<file path="src/rtl/mem_map_ctrl.sv">
// Memory-map controller: page decode for ROM / VGA RAM / main RAM, reset-jump
// phantom, I/O control register (ROM disable, RAM bank) and per-region wait states.
module mem_map_ctrl #(
    parameter int unsigned         ADDR_W     = 16,
    parameter int unsigned         DEC_BITS   = 4,
    parameter logic [DEC_BITS-1:0] ROM_PAGE   = 4'hF,
    parameter logic [DEC_BITS-1:0] VGA_PAGE   = 4'hE,
    parameter int unsigned         ROM_WAIT   = 1,
    parameter int unsigned         VGA_WAIT   = 2,
    parameter int unsigned         RAM_WAIT   = 0,
    parameter int unsigned         BANK_W     = 3,
    parameter logic [7:0]          CTRL_PORT  = 8'h40,
    parameter int unsigned         JUMP_READS = 3
) (
    input  logic              clock,
    input  logic              reset,
    input  logic [ADDR_W-1:0] address,
    input  logic              memread,
    input  logic              memwrite,
    input  logic              io_write,
    input  logic [7:0]        io_port,
    input  logic [7:0]        io_data,
    output logic              rom_cs,
    output logic              ram_cs,
    output logic              vgaRam_cs,
    output logic [BANK_W-1:0] bank_adr,
    output logic              wait_n,
    output logic              rom_enabled,
    output logic              jump_active
);

    typedef enum logic [1:0] {ST_IDLE, ST_WAIT, ST_READY} state_t;

    state_t              state;
    logic [2:0]          wait_cnt;
    logic [3:0]          jump_cnt;
    logic                read_q;
    logic [DEC_BITS-1:0] page;
    logic                req;
    logic                rom_sel;
    logic                vga_sel;
    logic                ram_sel;
    logic                start;
    logic [2:0]          w_sel;
    logic                unused_bits;

    assign page        = address[ADDR_W-1 -: DEC_BITS];
    assign unused_bits = &{1'b0, address[ADDR_W-DEC_BITS-1:0], io_data[6:BANK_W]};

    always_comb begin
        req     = memread | memwrite;
        rom_sel = memread & (jump_active | ((page == ROM_PAGE) & rom_enabled));
        vga_sel = req & ~rom_sel & (page == VGA_PAGE) & ~(jump_active & memread);
        ram_sel = req & ~rom_sel & ~vga_sel;
        if (rom_sel)
            w_sel = 3'(ROM_WAIT);
        else if (vga_sel)
            w_sel = 3'(VGA_WAIT);
        else
            w_sel = 3'(RAM_WAIT);
        start     = req & (state == ST_IDLE);
        rom_cs    = rom_sel & ~reset;
        ram_cs    = ram_sel & ~reset;
        vgaRam_cs = vga_sel & ~reset;
        // The start cycle is the first low cycle, so WAIT only holds the line
        // low while cycles remain; a zero count is a single released cycle.
        wait_n    = reset | ~((start & (w_sel != 3'd0)) |
                              ((state == ST_WAIT) & req & (wait_cnt != 3'd0)));
    end

    always_ff @(posedge clock) begin
        if (reset) begin
            rom_enabled <= 1'b1;
            bank_adr    <= '0;
            jump_active <= (JUMP_READS != 0);
            jump_cnt    <= 4'(JUMP_READS);
            read_q      <= 1'b0;
            wait_cnt    <= '0;
            state       <= ST_IDLE;
        end else begin
            read_q <= memread;
            if (io_write && io_port == CTRL_PORT) begin
                rom_enabled <= ~io_data[7];
                bank_adr    <= io_data[BANK_W-1:0];
            end
            if (jump_active && read_q && !memread) begin
                if (jump_cnt <= 4'd1) begin
                    jump_cnt    <= '0;
                    jump_active <= 1'b0;
                end else begin
                    jump_cnt <= jump_cnt - 4'd1;
                end
            end
            case (state)
                ST_IDLE: begin
                    if (start) begin
                        if (w_sel != 3'd0) begin
                            wait_cnt <= w_sel - 3'd1;
                            state    <= ST_WAIT;
                        end else begin
                            state <= ST_READY;
                        end
                    end
                end
                ST_WAIT: begin
                    if (!req) begin
                        wait_cnt <= '0;
                        state    <= ST_IDLE;
                    end else if (wait_cnt == 3'd0) begin
                        state <= ST_READY;
                    end else begin
                        wait_cnt <= wait_cnt - 3'd1;
                    end
                end
                ST_READY: begin
                    if (!req)
                        state <= ST_IDLE;
                end
                default: state <= ST_IDLE;
            endcase
        end
    end

endmodule

</file>
<file path="config.mk">
export PLATFORM = sky130hd
export DESIGN_NAME = mem_map_ctrl
export DESIGN_NICKNAME = d
export VERILOG_FILES = /design/src/rtl/mem_map_ctrl.sv
export SDC_FILE = /design/constraint.sdc
export NUM_CORES = 1
export LEC_CHECK = 0
export ABC_AREA = 1
export CAP_MARGIN = 15
export CORE_UTILIZATION = 38
export DETAILED_ROUTE_END_ITERATION = 10
export GPL_TIMING_DRIVEN = 0
export HOLD_SLACK_MARGIN = 0.15
export PLACE_DENSITY = 0.78
export REMOVE_ABC_BUFFERS = 1
export SLEW_MARGIN = 0
export SYNTH_ARGS = -nofsm -noshare
export SYNTH_HDL_FRONTEND = slang
export SYNTH_SLANG_ARGS = --single-unit
</file>
<file path="constraint.sdc">
create_clock -name clock -period 1.8 [get_ports clock]
set_clock_uncertainty 0.15 [all_clocks]
set_input_delay 0.27 -clock clock [delete_from_list [all_inputs] [get_ports clock]]
set_output_delay 0.27 -clock clock [all_outputs]
set_load 0.01 [all_outputs]
</file>
==> impl_metrics.json <==
{
  "max-slew-margin-rel_pct": 73.7,
  "first_pass_iters": 4,
  "clock_latency_ns": 0.28,
  "overflow": 0,
  "final_hold_viol_count": 0,
  "ant_nets": 0,
  "stdcell_count": 188,
  "wire_per_inst_um": 11.2,
  "min_to": "read_q$_SDFF_PP0_",
  "diodes": 0,
  "timing.critical_path.arrival_ns": 1.42,
  "final_core_util_pct": 62.9,
  "async_flop_share_pct": 0,
  "dpl.cell_count": 178,
  "cts_tree": "done",
  "critPathLaunchType": "flip-flop",
  "rr_worst_depth": 11,
  "cts_made_buffers": 3,
  "nets": 203,
  "ys_types": 23,
  "drv_slew": 0,
  "viasPerCell": 4.91,
  "clkSinkCount": 15,
  "antenna_found_initial": 0,
  "grt_usage_pct": 19.3,
  "die_w_um": 49.6,
  "fillCellCount": 183,
  "core_area_sq_um": 2040,
  "reg2reg_to": "wait_cnt[0]$_SDFFE_PP0P_",
  "hold_ws_ns": 0.144,
  "num_vias": 923,
  "drt_iter0_drc": 17,
  "grt_max_degree": 10,
  "min_from": "memread",
  "dieArea_sq_um": 2460,
  "p_leak_uw": 0.000607,
  "crit_type": "flip-flop to output port",
  "rsz0062_at_grt": "true",
  "r2r-start": "wait_cnt[0]$_SDFFE_PP0P_",
  "period_share_pct": 102,
  "root_buffer": "clkbuf_4",
  "io_buffers": 29,
  "max_freq_ghz": 0.542,
  "power_uw": 847,
  "place_congestion": 0.882,
  "yosys_most_used_dff": "dfxtp_1",
  "yosysWarnings": 0,
  "reg2reg_slack_ns": 0.22,
  "holdBufCountCts": 0,
  "violations": "negative setup slack",
  "cts_buffer_depth": 2,
  "clk_pin_slew_ns": 0.09,
  "syn_inst": 123,
  "power_density_nw_per_um2": 660,
  "hold_depth": 3,
  "cp_max_fo": 2,
  "fin_crit_ns": 1.84,
  "layout-drive-gt1-share_pct": 27.3,
  "seq_area_frac_synth_pct": 34.9,
  "layout_setup_ws_ns": -0.0434,
  "initial_core_util_pct": 42.2,
  "outcome": "finished, violations left",
  "rows": 16,
  "critPathCaptureType": "output port",
  "min_path_type": "input port to flip-flop",
  "htreeDepth": 1,
  "syn_to_final_growth_pct": 49.1,
  "die_h_um": 49.6,
  "hpwl_mm": 1.50,
  "synth_edf_count": 0,
  "syn_avg_cell_area_sq_um": 7.00,
  "top_level_ports": 46,
  "crit_required_ns": 1.38,
  "synth_area_sq_um": 861,
  "worst_pin_slew_ns": 0.395,
  "wirelength_mm": 2.10,
  "drv_cap": 0,
  "grt_pass1_wl_mm": 3.66,
  "synth_seq_cells": 15,
  "drc_errors": 0,
  "grt_pass1_vias": 908,
  "ir_worst_vdd_mv": 0.377,
  "setup_viol": 1
}
## area by class of cell
class | instances | area [sq um] | area share, %
Sequential cell | 15 | 308 | 24.0
Timing Repair Buffer | 35 | 318 | 24.8
Tap cell | 27 | 33.8 | 2.63
Clock buffer | 3 | 22.5 | 1.75
Multi-Input combinational cell | 87 | 519 | 40.4
Inverter | 20 | 77.6 | 6.04
Clock inverter | 1 | 5.00 | 0.390
## per-stage QoR
step	setup TNS, ns	setup WS, ns	area (sq um)
after floorplan	0	0.360	853
after global placement	-2.03	-0.633	1180
after detailed placement	-2.27	-0.671	1180
after CTS	-0.0461	-0.0461	1260
after global routing	-0.101	-0.101	1280
final	-0.0434	-0.0434	1280
## worst max-delay path by stage
stage                     depth (start not counted)  slack [ns]                      from  endpoint
after CTS                                         9       -0.05  rom_enabled$_SDFFE_PP1P_    wait_n
after floorplan                                   7        0.36  wait_cnt[0]$_SDFFE_PP0P_    wait_n
after global routing                              9       -0.10  jump_active$_SDFFE_PP1P_    wait_n
after global placement                           10       -0.63                   memread    wait_n
after detailed placement                         10       -0.67                   memread    wait_n
final                                             8       -0.04  wait_cnt[0]$_SDFFE_PP0P_    wait_n
## synthesized netlist by cell type (2+ instances only)
cell type	n	area [sq um]
nand2_1	22	82.6
nor2_1	22	82.6
inv_1	17	63.8
dfxtp_1	15	300
o21ai_0	10	50.1
nand3_1	8	40.0
ha_1	4	50.1
a21oi_1	3	15.0
inv_2	3	11.3
nor2_2	3	18.8
nand2_2	2	12.5
nor2_4	2	22.5
o211ai_1	2	15.0
## timing repair
| action | 4_1_cts | 5_1_grt |
|---|---|---|
| pin swaps | 8 | 6 |
| gates resized for setup | 23 | 18 |
| setup buffers | 6 | 0 |
| setup endpoints to repair | 4 | 3 |
## flip-flops by register name, summed over array words and instances, names as in the netlist
register,cells
rom_enabled,1
wait_cnt,3
jump_active,1
bank_adr,3
state,2
read_q,1
jump_cnt,4
## cells by family after synthesis
kind of cell | share of synthesized area, %
and+or+nand+nor | 35.3
DFF | 34.9
AOI/OAI and AO/OA | 13.4
buffers and inverters | 9.59
adders and majority gates | 5.81
xor gates and xnor gates | 1.02
## placed cells by master, fill, tap and decap left out
| cell | instances |
|---|---|
| a21oi_1 | 3 |
| a31oi_1 | 1 |
| buf_4 | 5 |
| buf_6 | 2 |
| clkbuf_2 | 3 |
| clkbuf_4 | 3 |
| clkdlybuf4s50_1 | 19 |
| clkinv_2 | 1 |
| dfxtp_1 | 11 |
| dfxtp_2 | 3 |
| dfxtp_4 | 1 |
| dlygate4sd2_1 | 6 |
| ha_1 | 2 |
| ha_2 | 2 |
| inv_1 | 14 |
| inv_2 | 5 |
| inv_4 | 1 |
| nand2_1 | 17 |
| nand2_2 | 7 |
| nand3_1 | 6 |
| nand3_2 | 2 |
| nand3b_4 | 1 |
| nand4_1 | 1 |
| nand4_4 | 1 |
| nor2_1 | 22 |
| nor2_2 | 2 |
| nor2_4 | 3 |
| nor4_1 | 1 |
| o211ai_1 | 2 |
| o211ai_2 | 1 |
| o21ai_0 | 10 |
| o21ai_2 | 1 |
| o31ai_1 | 1 |
| xor2_1 | 1 |
## power by group
part / internal (uW) / total (uW) / switching [uW]
registers: 357 / 372 / 15.3
logic: 131 / 281 / 151
clock network: 82.4 / 193 / 110
total: 570 / 847 / 277
## per-layer routing
layer | routed length (um) | global-route usage, % | vias up
met1 | 898 | 20.7 | 411
met3 | 108 | 4.01 | 4
met5 | 0 | 0 | -
li1 | - | - | 473
met2 | 1060 | 34.7 | 35
met4 | 37 | 11.0 | 0
## critical path, stage by stage (launching register included)
cell	delay [ns]
dfxtp_2	0.34
inv_2	0.04
ha_2	0.16
ha_2	0.16
inv_2	0.06
nand3_2	0.09
nand2_2	0.11
nand2_2	0.06
buf_6	0.13
No activity file was read; power rests on OpenSTA's default activity.
